[src/rtl/iter_alu_if.sv]
// Request/response bundle for iter_alu: operand handshake in, result handshake out.
interface iter_alu_if #(
  parameter int unsigned WIDTH = 32
);
  logic             in_valid;
  logic             in_ready;
  logic [WIDTH-1:0] A;
  logic [WIDTH-1:0] B;
  logic [3:0]       ALUop;
  logic             out_valid;
  logic             out_ready;
  logic [WIDTH-1:0] Result;
  logic [WIDTH-1:0] ResultHi;
  logic             Overflow;
  logic             CarryOut;
  logic             Zero;
  logic             DivZero;

  modport master (
    output in_valid, A, B, ALUop, out_ready,
    input  in_ready, out_valid, Result, ResultHi, Overflow, CarryOut, Zero, DivZero
  );

  modport slave (
    input  in_valid, A, B, ALUop, out_ready,
    output in_ready, out_valid, Result, ResultHi, Overflow, CarryOut, Zero, DivZero
  );
endinterface

[src/rtl/iter_alu.sv]
// Multi-cycle ALU: single-cycle logic/arith/shift ops, bit-serial multiply and divide.
// Define ITER_ALU_DIV_EN to build the restoring divider (ops 12/13); otherwise they are reserved.
module iter_alu #(
  parameter int unsigned WIDTH = 32,
  parameter int unsigned SHW   = $clog2(WIDTH)
) (
  input  logic        clk,
  input  logic        resetn,
  iter_alu_if.slave   bus
);

  localparam int unsigned CW  = $clog2(WIDTH);
  localparam int unsigned MSB = WIDTH - 1;

  localparam logic [3:0] OP_AND  = 4'd0;
  localparam logic [3:0] OP_OR   = 4'd1;
  localparam logic [3:0] OP_ADD  = 4'd2;
  localparam logic [3:0] OP_SUB  = 4'd3;
  localparam logic [3:0] OP_SLT  = 4'd4;
  localparam logic [3:0] OP_NOR  = 4'd5;
  localparam logic [3:0] OP_XOR  = 4'd6;
  localparam logic [3:0] OP_SLL  = 4'd7;
  localparam logic [3:0] OP_SRL  = 4'd8;
  localparam logic [3:0] OP_SRA  = 4'd9;
  localparam logic [3:0] OP_MULU = 4'd10;
  localparam logic [3:0] OP_MUL  = 4'd11;
`ifdef ITER_ALU_DIV_EN
  localparam logic [3:0] OP_DIVU = 4'd12;
  localparam logic [3:0] OP_DIV  = 4'd13;
`endif

  typedef enum logic [1:0] {IDLE, BUSY, DONE} state_t;

  state_t             state;
  logic               in_ready_q;
  logic               out_valid_q;
  logic [WIDTH-1:0]   res_q;
  logic [WIDTH-1:0]   resh_q;
  logic               ovf_q;
  logic               cry_q;
  logic               zero_q;
  logic               dz_q;

  logic [CW-1:0]      cnt_q;
  logic [WIDTH-1:0]   hi_q;
  logic [WIDTH-1:0]   lo_q;
  logic [WIDTH-1:0]   mcand_q;
  logic               neg_q;
`ifdef ITER_ALU_DIV_EN
  logic               div_q;
  logic               neg_r_q;
  logic               divz_q;
  logic [WIDTH-1:0]   a_q;
  logic [WIDTH:0]     rem_s;
  logic [WIDTH:0]     trial;
`endif

  logic [WIDTH:0]     sum;
  logic [WIDTH:0]     dif;
  logic [SHW-1:0]     sh;
  logic [WIDTH-1:0]   fast_res;
  logic               fast_ovf;
  logic               fast_cry;
  logic               is_iter;
  logic               signed_op;
  logic [WIDTH-1:0]   a_mag;
  logic [WIDTH-1:0]   b_mag;
  logic [WIDTH-1:0]   load_lo;
  logic [WIDTH-1:0]   load_mcand;

  logic [WIDTH:0]     add;
  logic [WIDTH-1:0]   step_hi;
  logic [WIDTH-1:0]   step_lo;
  logic [2*WIDTH-1:0] prod;
  logic [WIDTH-1:0]   fin_hi;
  logic [WIDTH-1:0]   fin_lo;
  logic               fin_dz;

  assign bus.in_ready  = in_ready_q;
  assign bus.out_valid = out_valid_q;
  assign bus.Result    = res_q;
  assign bus.ResultHi  = resh_q;
  assign bus.Overflow  = ovf_q;
  assign bus.CarryOut  = cry_q;
  assign bus.Zero      = zero_q;
  assign bus.DivZero   = dz_q;

  // Single-cycle datapath and iterative-op setup, evaluated on the live request
  always_comb begin
    sum       = {1'b0, bus.A} + {1'b0, bus.B};
    dif       = {1'b0, bus.A} - {1'b0, bus.B};
    sh        = bus.A[SHW-1:0];
    fast_res  = '0;
    fast_ovf  = 1'b0;
    fast_cry  = 1'b0;
    is_iter   = 1'b0;
    case (bus.ALUop)
      OP_AND:  fast_res = bus.A & bus.B;
      OP_OR:   fast_res = bus.A | bus.B;
      OP_ADD: begin
        fast_res = sum[WIDTH-1:0];
        fast_ovf = (bus.A[MSB] == bus.B[MSB]) && (sum[MSB] != bus.A[MSB]);
        fast_cry = sum[WIDTH];
      end
      OP_SUB: begin
        fast_res = dif[WIDTH-1:0];
        fast_ovf = (bus.A[MSB] != bus.B[MSB]) && (dif[MSB] != bus.A[MSB]);
        fast_cry = dif[WIDTH];
      end
      OP_SLT:  fast_res = WIDTH'($signed(bus.A) < $signed(bus.B));
      OP_NOR:  fast_res = ~(bus.A | bus.B);
      OP_XOR:  fast_res = bus.A ^ bus.B;
      OP_SLL:  fast_res = bus.B << sh;
      OP_SRL:  fast_res = bus.B >> sh;
      OP_SRA:  fast_res = WIDTH'($signed(bus.B) >>> sh);
      OP_MULU, OP_MUL: is_iter = 1'b1;
`ifdef ITER_ALU_DIV_EN
      OP_DIVU, OP_DIV: is_iter = 1'b1;
`endif
      default: ;
    endcase

`ifdef ITER_ALU_DIV_EN
    signed_op = (bus.ALUop == OP_MUL) || (bus.ALUop == OP_DIV);
`else
    signed_op = (bus.ALUop == OP_MUL);
`endif
    a_mag      = (signed_op && bus.A[MSB]) ? (WIDTH'(0) - bus.A) : bus.A;
    b_mag      = (signed_op && bus.B[MSB]) ? (WIDTH'(0) - bus.B) : bus.B;
    load_lo    = b_mag;
    load_mcand = a_mag;
`ifdef ITER_ALU_DIV_EN
    if (bus.ALUop[3:1] == 3'b110) begin
      load_lo    = a_mag;
      load_mcand = b_mag;
    end
`endif
  end

  // One shift-add (or restore-subtract) step plus the sign fix-up applied on the last step
  always_comb begin
    add     = {1'b0, hi_q} + (lo_q[0] ? {1'b0, mcand_q} : (WIDTH+1)'(0));
    step_hi = add[WIDTH:1];
    step_lo = {add[0], lo_q[WIDTH-1:1]};
    prod    = {step_hi, step_lo};
    if (neg_q) prod = (2*WIDTH)'(0) - prod;
    fin_hi  = prod[2*WIDTH-1:WIDTH];
    fin_lo  = prod[WIDTH-1:0];
    fin_dz  = 1'b0;
`ifdef ITER_ALU_DIV_EN
    rem_s = {hi_q, lo_q[WIDTH-1]};
    trial = rem_s - {1'b0, mcand_q};
    if (div_q) begin
      if (!trial[WIDTH]) begin
        step_hi = trial[WIDTH-1:0];
        step_lo = {lo_q[WIDTH-2:0], 1'b1};
      end else begin
        step_hi = rem_s[WIDTH-1:0];
        step_lo = {lo_q[WIDTH-2:0], 1'b0};
      end
      fin_lo = neg_q   ? (WIDTH'(0) - step_lo) : step_lo;
      fin_hi = neg_r_q ? (WIDTH'(0) - step_hi) : step_hi;
      if (divz_q) begin
        fin_lo = '1;
        fin_hi = a_q;
        fin_dz = 1'b1;
      end
    end
`endif
  end

  // Control FSM with registered handshake and result outputs
  always_ff @(posedge clk or negedge resetn) begin
    if (!resetn) begin
      state       <= IDLE;
      in_ready_q  <= 1'b1;
      out_valid_q <= 1'b0;
      res_q       <= '0;
      resh_q      <= '0;
      ovf_q       <= 1'b0;
      cry_q       <= 1'b0;
      zero_q      <= 1'b0;
      dz_q        <= 1'b0;
      cnt_q       <= '0;
      hi_q        <= '0;
      lo_q        <= '0;
      mcand_q     <= '0;
      neg_q       <= 1'b0;
`ifdef ITER_ALU_DIV_EN
      div_q       <= 1'b0;
      neg_r_q     <= 1'b0;
      divz_q      <= 1'b0;
      a_q         <= '0;
`endif
    end else begin
      case (state)
        IDLE: begin
          if (bus.in_valid) begin
            in_ready_q <= 1'b0;
            if (is_iter) begin
              state   <= BUSY;
              cnt_q   <= CW'(WIDTH - 1);
              hi_q    <= '0;
              lo_q    <= load_lo;
              mcand_q <= load_mcand;
              neg_q   <= signed_op && (bus.A[MSB] ^ bus.B[MSB]);
`ifdef ITER_ALU_DIV_EN
              div_q   <= (bus.ALUop[3:1] == 3'b110);
              neg_r_q <= signed_op && bus.A[MSB];
              divz_q  <= (bus.B == '0);
              a_q     <= bus.A;
`endif
            end else begin
              state       <= DONE;
              out_valid_q <= 1'b1;
              res_q       <= fast_res;
              resh_q      <= '0;
              ovf_q       <= fast_ovf;
              cry_q       <= fast_cry;
              zero_q      <= (fast_res == '0);
              dz_q        <= 1'b0;
            end
          end
        end
        BUSY: begin
          hi_q  <= step_hi;
          lo_q  <= step_lo;
          cnt_q <= cnt_q - CW'(1);
          if (cnt_q == '0) begin
            state       <= DONE;
            out_valid_q <= 1'b1;
            res_q       <= fin_lo;
            resh_q      <= fin_hi;
            ovf_q       <= 1'b0;
            cry_q       <= 1'b0;
            zero_q      <= (fin_lo == '0);
            dz_q        <= fin_dz;
          end
        end
        DONE: begin
          if (bus.out_ready) begin
            state       <= IDLE;
            in_ready_q  <= 1'b1;
            out_valid_q <= 1'b0;
          end
        end
        default: begin
          state      <= IDLE;
          in_ready_q <= 1'b1;
        end
      endcase
    end
  end

endmodule
[src/flat_wrapper.sv]
// flat-port wrapper written by rule: the top's interface ports become plain ports
module iter_alu_flat 
#(
  parameter int unsigned WIDTH = 32,
  parameter int unsigned SHW   = $clog2(WIDTH)
)
  (clk, resetn, bus_in_valid, bus_A, bus_B, bus_ALUop, bus_out_ready, bus_in_ready, bus_out_valid, bus_Result, bus_ResultHi, bus_Overflow, bus_CarryOut, bus_Zero, bus_DivZero);
  iter_alu_if #(.WIDTH(WIDTH)) bus_i ();
  input  logic clk;
  input  logic resetn;
  input wire logic [$bits(bus_i.in_valid)-1:0] bus_in_valid;
  input wire logic [$bits(bus_i.A)-1:0] bus_A;
  input wire logic [$bits(bus_i.B)-1:0] bus_B;
  input wire logic [$bits(bus_i.ALUop)-1:0] bus_ALUop;
  input wire logic [$bits(bus_i.out_ready)-1:0] bus_out_ready;
  output wire logic [$bits(bus_i.in_ready)-1:0] bus_in_ready;
  output wire logic [$bits(bus_i.out_valid)-1:0] bus_out_valid;
  output wire logic [$bits(bus_i.Result)-1:0] bus_Result;
  output wire logic [$bits(bus_i.ResultHi)-1:0] bus_ResultHi;
  output wire logic [$bits(bus_i.Overflow)-1:0] bus_Overflow;
  output wire logic [$bits(bus_i.CarryOut)-1:0] bus_CarryOut;
  output wire logic [$bits(bus_i.Zero)-1:0] bus_Zero;
  output wire logic [$bits(bus_i.DivZero)-1:0] bus_DivZero;
  assign bus_i.in_valid = bus_in_valid;
  assign bus_i.A = bus_A;
  assign bus_i.B = bus_B;
  assign bus_i.ALUop = bus_ALUop;
  assign bus_i.out_ready = bus_out_ready;
  assign bus_in_ready = bus_i.in_ready;
  assign bus_out_valid = bus_i.out_valid;
  assign bus_Result = bus_i.Result;
  assign bus_ResultHi = bus_i.ResultHi;
  assign bus_Overflow = bus_i.Overflow;
  assign bus_CarryOut = bus_i.CarryOut;
  assign bus_Zero = bus_i.Zero;
  assign bus_DivZero = bus_i.DivZero;
  iter_alu #(.WIDTH(WIDTH), .SHW(SHW)) u_core (.clk(clk), .resetn(resetn), .bus(bus_i));
endmodule
[config.mk]
export PLATFORM = sky130hd
export DESIGN_NAME = iter_alu_flat
export DESIGN_NICKNAME = d
export VERILOG_FILES = /design/src/rtl/iter_alu_if.sv /design/src/rtl/iter_alu.sv /design/src/flat_wrapper.sv
export SDC_FILE = /design/constraint.sdc
export NUM_CORES = 1
export LEC_CHECK = 0
export ABC_AREA = 1
export CORE_ASPECT_RATIO = 1.25
export CORE_MARGIN = 2
export CORE_UTILIZATION = 67
export DETAILED_ROUTE_END_ITERATION = 8
export PLACE_DENSITY = 0.95
export SLEW_MARGIN = 40
export SYNTH_ARGS = -nofsm -noshare
export SYNTH_HDL_FRONTEND = slang
export SYNTH_SLANG_ARGS = --single-unit
[constraint.sdc]
create_clock -name clk -period 6.9 [get_ports clk]
set_input_delay 1.38 -clock clk [delete_from_list [all_inputs] [get_ports clk]]
set_output_delay 1.38 -clock clk [all_outputs]
set_load 0.005 [all_outputs]
==> impl_metrics.env, run 1 <==
export IMPL_overflow=16
export IMPL_syn_inst=4063
export IMPL_post_place_ws_ps=1850
export IMPL_avgSynthCellArea_um2=5.68
export IMPL_post_cts_buffers=0
export IMPL_ys_ff_latch=173
export IMPL_syn_area_mm2=0.0231
export IMPL_cts_buffers=17
export IMPL_yosysSeqAreaShare_pct=18.8
export IMPL_firstError="[ERROR GRT-0116] Global routing finished with congestion. Check the congestion regions in the DRC Viewer."
export IMPL_holdBufCountCts=0
export IMPL_post_dp_cell_area_mm2=0.0247
export IMPL_cts_root_buf="clkbuf_16"
export IMPL_hpwl_mm=84.3
export IMPL_grt_pass1_wl_mm=181
export IMPL_postCtsResizedCells=0
export IMPL_stop_stage="global routing (5_1_grt)"
export IMPL_async_flop_share_pct=100
export IMPL_status="stopped before the end"
export IMPL_start_util_pct=67.4
export IMPL_grt_max_degree=69
export IMPL_dp_cells=4530
export IMPL_synth_cell_type_count=61
export IMPL_grt_pass1_vias=29929
export IMPL_cts_sinks=173
export IMPL_die_w_um=170
export IMPL_synth_edff_count=0
export IMPL_top_level_ports=142
export IMPL_ys_warn_count=0
export IMPL_yosys_most_used_dff="dfrtp_1"
export IMPL_die_y_um=212
export IMPL_cts_max_path_buffers=2
export IMPL_htree_levels=4
export IMPL_gp_routability_congestion=1.29
export IMPL_core_rowCount=76
export IMPL_syn_num_nets=4282
export IMPL_place_port_buffers=140
export IMPL_track_usage_pct=67.1
Yosys cell counts, drive strengths merged, types with 3 or more instances:
| cell | n | area (µm²) |
|---|---|---|
| o2111ai | 5 | 43.8 |
| a22oi | 35 | 263 |
| o211ai | 21 | 158 |
| nand2 | 1350 | 5110 |
| ha | 144 | 1800 |
| o31ai | 7 | 57.6 |
| a32o | 3 | 30.0 |
| o21a | 3 | 22.5 |
| a211oi | 6 | 45.0 |
| a21o | 3 | 22.5 |
| nand3 | 527 | 2660 |
| nor4 | 8 | 50.1 |
| o221ai | 17 | 149 |
| o21ai | 230 | 1150 |
| nand4 | 48 | 307 |
| fa | 3 | 60.1 |
| and2 | 7 | 43.8 |
| xor2 | 81 | 709 |
| nor3 | 54 | 305 |
| or2 | 5 | 31.3 |
| a21oi | 154 | 778 |
| nor2 | 420 | 1640 |
| o21bai | 11 | 82.6 |
| and3 | 3 | 18.8 |
| o22ai | 11 | 68.8 |
| dfrtp | 172 | 4300 |
| o2bb2ai | 4 | 35.0 |
| a22o | 5 | 43.8 |
| buf | 82 | 449 |
| nand3b | 17 | 128 |
| clkinv | 3 | 11.3 |
| a31oi | 8 | 50.1 |
| a21boi | 3 | 22.5 |
| xnor2 | 8 | 85.1 |
| clkbuf | 68 | 258 |
| inv | 527 | 1980 |
layer usage:
metal,track usage [%],overflow
met5,2.95,0
met4,69.1,8
met3,41.1,0
met2,89.3,8
met1,69.4,0
through the flow:
step | util (%) | hold slack [ps]
3_3_place_gp | 72.1 | 463
2_1_floorplan | - | 449
3_5_place_dp | 72.1 | 470
4_1_cts | 73.9 | 487
cells by family after synthesis:
family	share of synthesized area [%]
simple gates	44.7
buf+inv	11.7
other cells	0.0162
flops	18.8
xor+xnor	3.44
fa+ha+maj	8.07
compound gates	13.4
==> inputs of run 2 (changes only) <==
--- a/config.mk
+++ b/config.mk
@@ -6,11 +6,10 @@
 export NUM_CORES = 1
 export LEC_CHECK = 0
 export ABC_AREA = 1
-export CORE_ASPECT_RATIO = 1.25
 export CORE_MARGIN = 2
-export CORE_UTILIZATION = 67
+export CORE_UTILIZATION = 40
 export DETAILED_ROUTE_END_ITERATION = 8
-export PLACE_DENSITY = 0.95
+export PLACE_DENSITY_LB_ADDON = 0.15
 export SLEW_MARGIN = 40
 export SYNTH_ARGS = -nofsm -noshare
 export SYNTH_HDL_FRONTEND = slang
==> impl_metrics.env, run 2 <==
export IMPL_synth_edff_count=0
export IMPL_setup_tns_ps=0
export IMPL_drive_gt1_share_pct=4.61
export IMPL_avgSynthCellArea_um2=5.68
export IMPL_vias=28099
export IMPL_hold_class="reg2reg"
export IMPL_vias_per_cell=5.72
export IMPL_wl_per_cell_um=24.8
export IMPL_reg2reg_to="u_core.bus.ResultHi[25]$_DFFE_PN0P_"
export IMPL_insertion_delay_ps=470
export IMPL_syn_inst=4063
export IMPL_post_place_ws_ps=1520
export IMPL_finalCritPeriodShare_pct=72.2
export IMPL_start_util_pct=40.2
export IMPL_fin_cells=4914
export IMPL_cp_data_arrival_time_ps=5380
export IMPL_max_cap_viol_count=0
export IMPL_worstSetupPathType="in2reg"
export IMPL_syn_num_nets=4282
export IMPL_syn_to_final_growth_pct=11.8
export IMPL_top_level_ports=142
export IMPL_holdBufCountCts=0
export IMPL_synth_area_leaders="nand2_1 (22%), dfrtp_1 (19%), nand3_1 (11%), inv_1 (8.1%), ha_1 (7.8%)"
export IMPL_finalNetCount=4353
export IMPL_ir_worst_vdd_v=0.000192
export IMPL_track_usage_pct=40.2
export IMPL_setup_ws_ps=1920
export IMPL_cts_max_path_buffers=2
export IMPL_crit_path_end="u_core.bus.Zero$_DFFE_PN0P_"
export IMPL_fin_crit_ps=4980
export IMPL_synth_most_common_cell="nand2_1"
export IMPL_post_cts_buffers=0
export IMPL_async_flop_share_pct=100
export IMPL_fin_util_pct=45.0
export IMPL_syn_area_mm2=0.0231
export IMPL_hpwl_mm=99.6
export IMPL_finalHoldViolCount=0
export IMPL_drv_slew=0
export IMPL_ys_warn_count=0
export IMPL_yosys_area_top_type_share_pct=21.7
export IMPL_place_port_buffers=140
export IMPL_cts_sinks=173
export IMPL_antenna_found_initial=5
export IMPL_yosysSeqAreaShare_pct=18.8
export IMPL_reg2reg_from="u_core.lo_q[0]$_DFFE_PN0P_"
export IMPL_drc=0
export IMPL_cts_tree="built"
export IMPL_gp_routability_congestion=1.10
export IMPL_fmax_mhz=201
export IMPL_wl_mm=122
export IMPL_worst_pin_slew_ps=946
export IMPL_yosys_most_used_dff="dfrtp_1"
export IMPL_grt_pass1_vias=26440
export IMPL_slew_headroom_pct=36.7
export IMPL_ys_ff_latch=173
export IMPL_die_area_mm2=0.0596
export IMPL_final_cell_mix="nand2_1 (1332), nand3_1 (523), inv_1 (496)"
export IMPL_yosys_area_top_type="nand2_1"
export IMPL_cp_startpoint="bus_A[0]"
export IMPL_dp_cells=4880
export IMPL_synth_common_cells="nand2_1 (1333), nand3_1 (523), inv_1 (498)"
export IMPL_layout_commonest_cell="nand2_1"
export IMPL_regToRegSetupSlack_ps=3140
export IMPL_cp_data_required_time_ps=7300
export IMPL_ant_nets=0
export IMPL_first_pass_iters=7
export IMPL_skew_ps=18.7
export IMPL_grt_setup_unrepaired="false"
export IMPL_overflow=0
export IMPL_setup_viol=0
export IMPL_fill_cells=6408
export IMPL_postCtsResizedCells=0
export IMPL_htree_levels=4
export IMPL_core_area_mm2=0.0574
export IMPL_grt_pass1_wl_mm=177
export IMPL_cts_clk_slew_worst_paths_ps=80
export IMPL_cp_start_kind="input port"
export IMPL_synth_cell_type_count=61
export IMPL_crit_path_end_kind="register"
export IMPL_die_y_um=244
export IMPL_grt_max_degree=81
export IMPL_core_rowCount=88
export IMPL_cts_root_buf="clkbuf_16"
export IMPL_cp_max_fo=36
export IMPL_die_w_um=244
export IMPL_cts_buffers=17
export IMPL_worstRegToRegCells=19
export IMPL_p_per_area_mw_per_mm2=284
export IMPL_status="finished clean"
export IMPL_leakage_nw=13.6
export IMPL_drt_iter0_markers=3044
[run 2: cell counts after synthesis]
Identical to the previous run, type by type.
[run 2: cell type report]
cell class                 count  area [µm²]  share of cell area [%]
multi-input combinational   3210       16100                    62.3
sequential                   173        4330                    16.8
inverter                     530        1990                    7.73
timing repair buffer         202        1870                    7.24
tap                          765         957                    3.71
clock buffer                  18         429                    1.66
clock inverter                14         149                   0.577
antenna                        2        5.00                  0.0194
[run 2: how the worst min path moves through the flow]
stage | from | end | cells past startpoint
after global placement | u_core.bus.ResultHi[28]$_DFFE_PN0P_ | u_core.bus.ResultHi[28]$_DFFE_PN0P_ | 2
final | u_core.bus.in_ready$_DFFE_PN1P_ | u_core.bus.in_ready$_DFFE_PN1P_ | 2
after detailed placement | u_core.bus.ResultHi[22]$_DFFE_PN0P_ | u_core.bus.ResultHi[22]$_DFFE_PN0P_ | 2
after CTS | u_core.mcand_q[29]$_DFFE_PN0P_ | u_core.mcand_q[29]$_DFFE_PN0P_ | 2
after floorplan | u_core.mcand_q[29]$_DFFE_PN0P_ | u_core.mcand_q[29]$_DFFE_PN0P_ | 2
after global routing | u_core.mcand_q[3]$_DFFE_PN0P_ | u_core.mcand_q[3]$_DFFE_PN0P_ | 2
[run 2: report_power, final]
part / internal [W] / total (W) / switching [W] / leakage, nW
Clock: 0.000483 / 0.000980 / 0.000497 / 0.280
Sequential: 0.00144 / 0.00182 / 0.000381 / 2.23
Combinational: 0.00146 / 0.00452 / 0.00306 / 11.1
Total: 0.00338 / 0.00732 / 0.00394 / 13.6
[run 2: critical path: stages]
cell and delay (ps):
clkdlybuf4s50_1 690, inv_4 280, ha_1 370, fa_1 430
inv_1 110, nand2_1 60, nand3_1 190, nand2_1 120
nand2_1 220, nand2_1 80, nand3_1 70, nand3_1 290
a21oi_1 460, nand2_1 100, nor2_1 130, nand3_1 90
nor2_1 110, nand2_1 60, a21oi_1 110
[run 2: per-layer routing]
metal | up-vias | global-route usage (%) | share of wire (%)
met5 | - | 0 | 0.021
met4 | 4 | 28.7 | 8.4
met3 | 362 | 6.23 | 7.6
met2 | 1412 | 64.0 | 44
met1 | 13055 | 49.5 | 40
li1 | 13266 | - | -
[run 2: logic make-up after synthesis]
family	after synthesis	share of synthesized area [%]
AO/OA/AOI/OAI	532	13.4
XOR/XNOR	89	3.44
adder cells (fa/ha/maj)	147	8.07
buffers and inverters	680	11.7
flip-flops	173	18.8
other	1	0.0162
AND/OR/NAND/NOR	2441	44.7
[run 2: metrics by stage]
step	total power (W)	cell area (µm²)	hold WS, ps
after global routing	0.00784	25800	511
final	0.00732	25800	483
after CTS	0.00724	25800	487
after global placement	0.00624	25200	463
after floorplan	0.00448	23100	449
after detailed placement	0.00623	25200	467
Note: power is estimated with default switching activity, not from simulation.
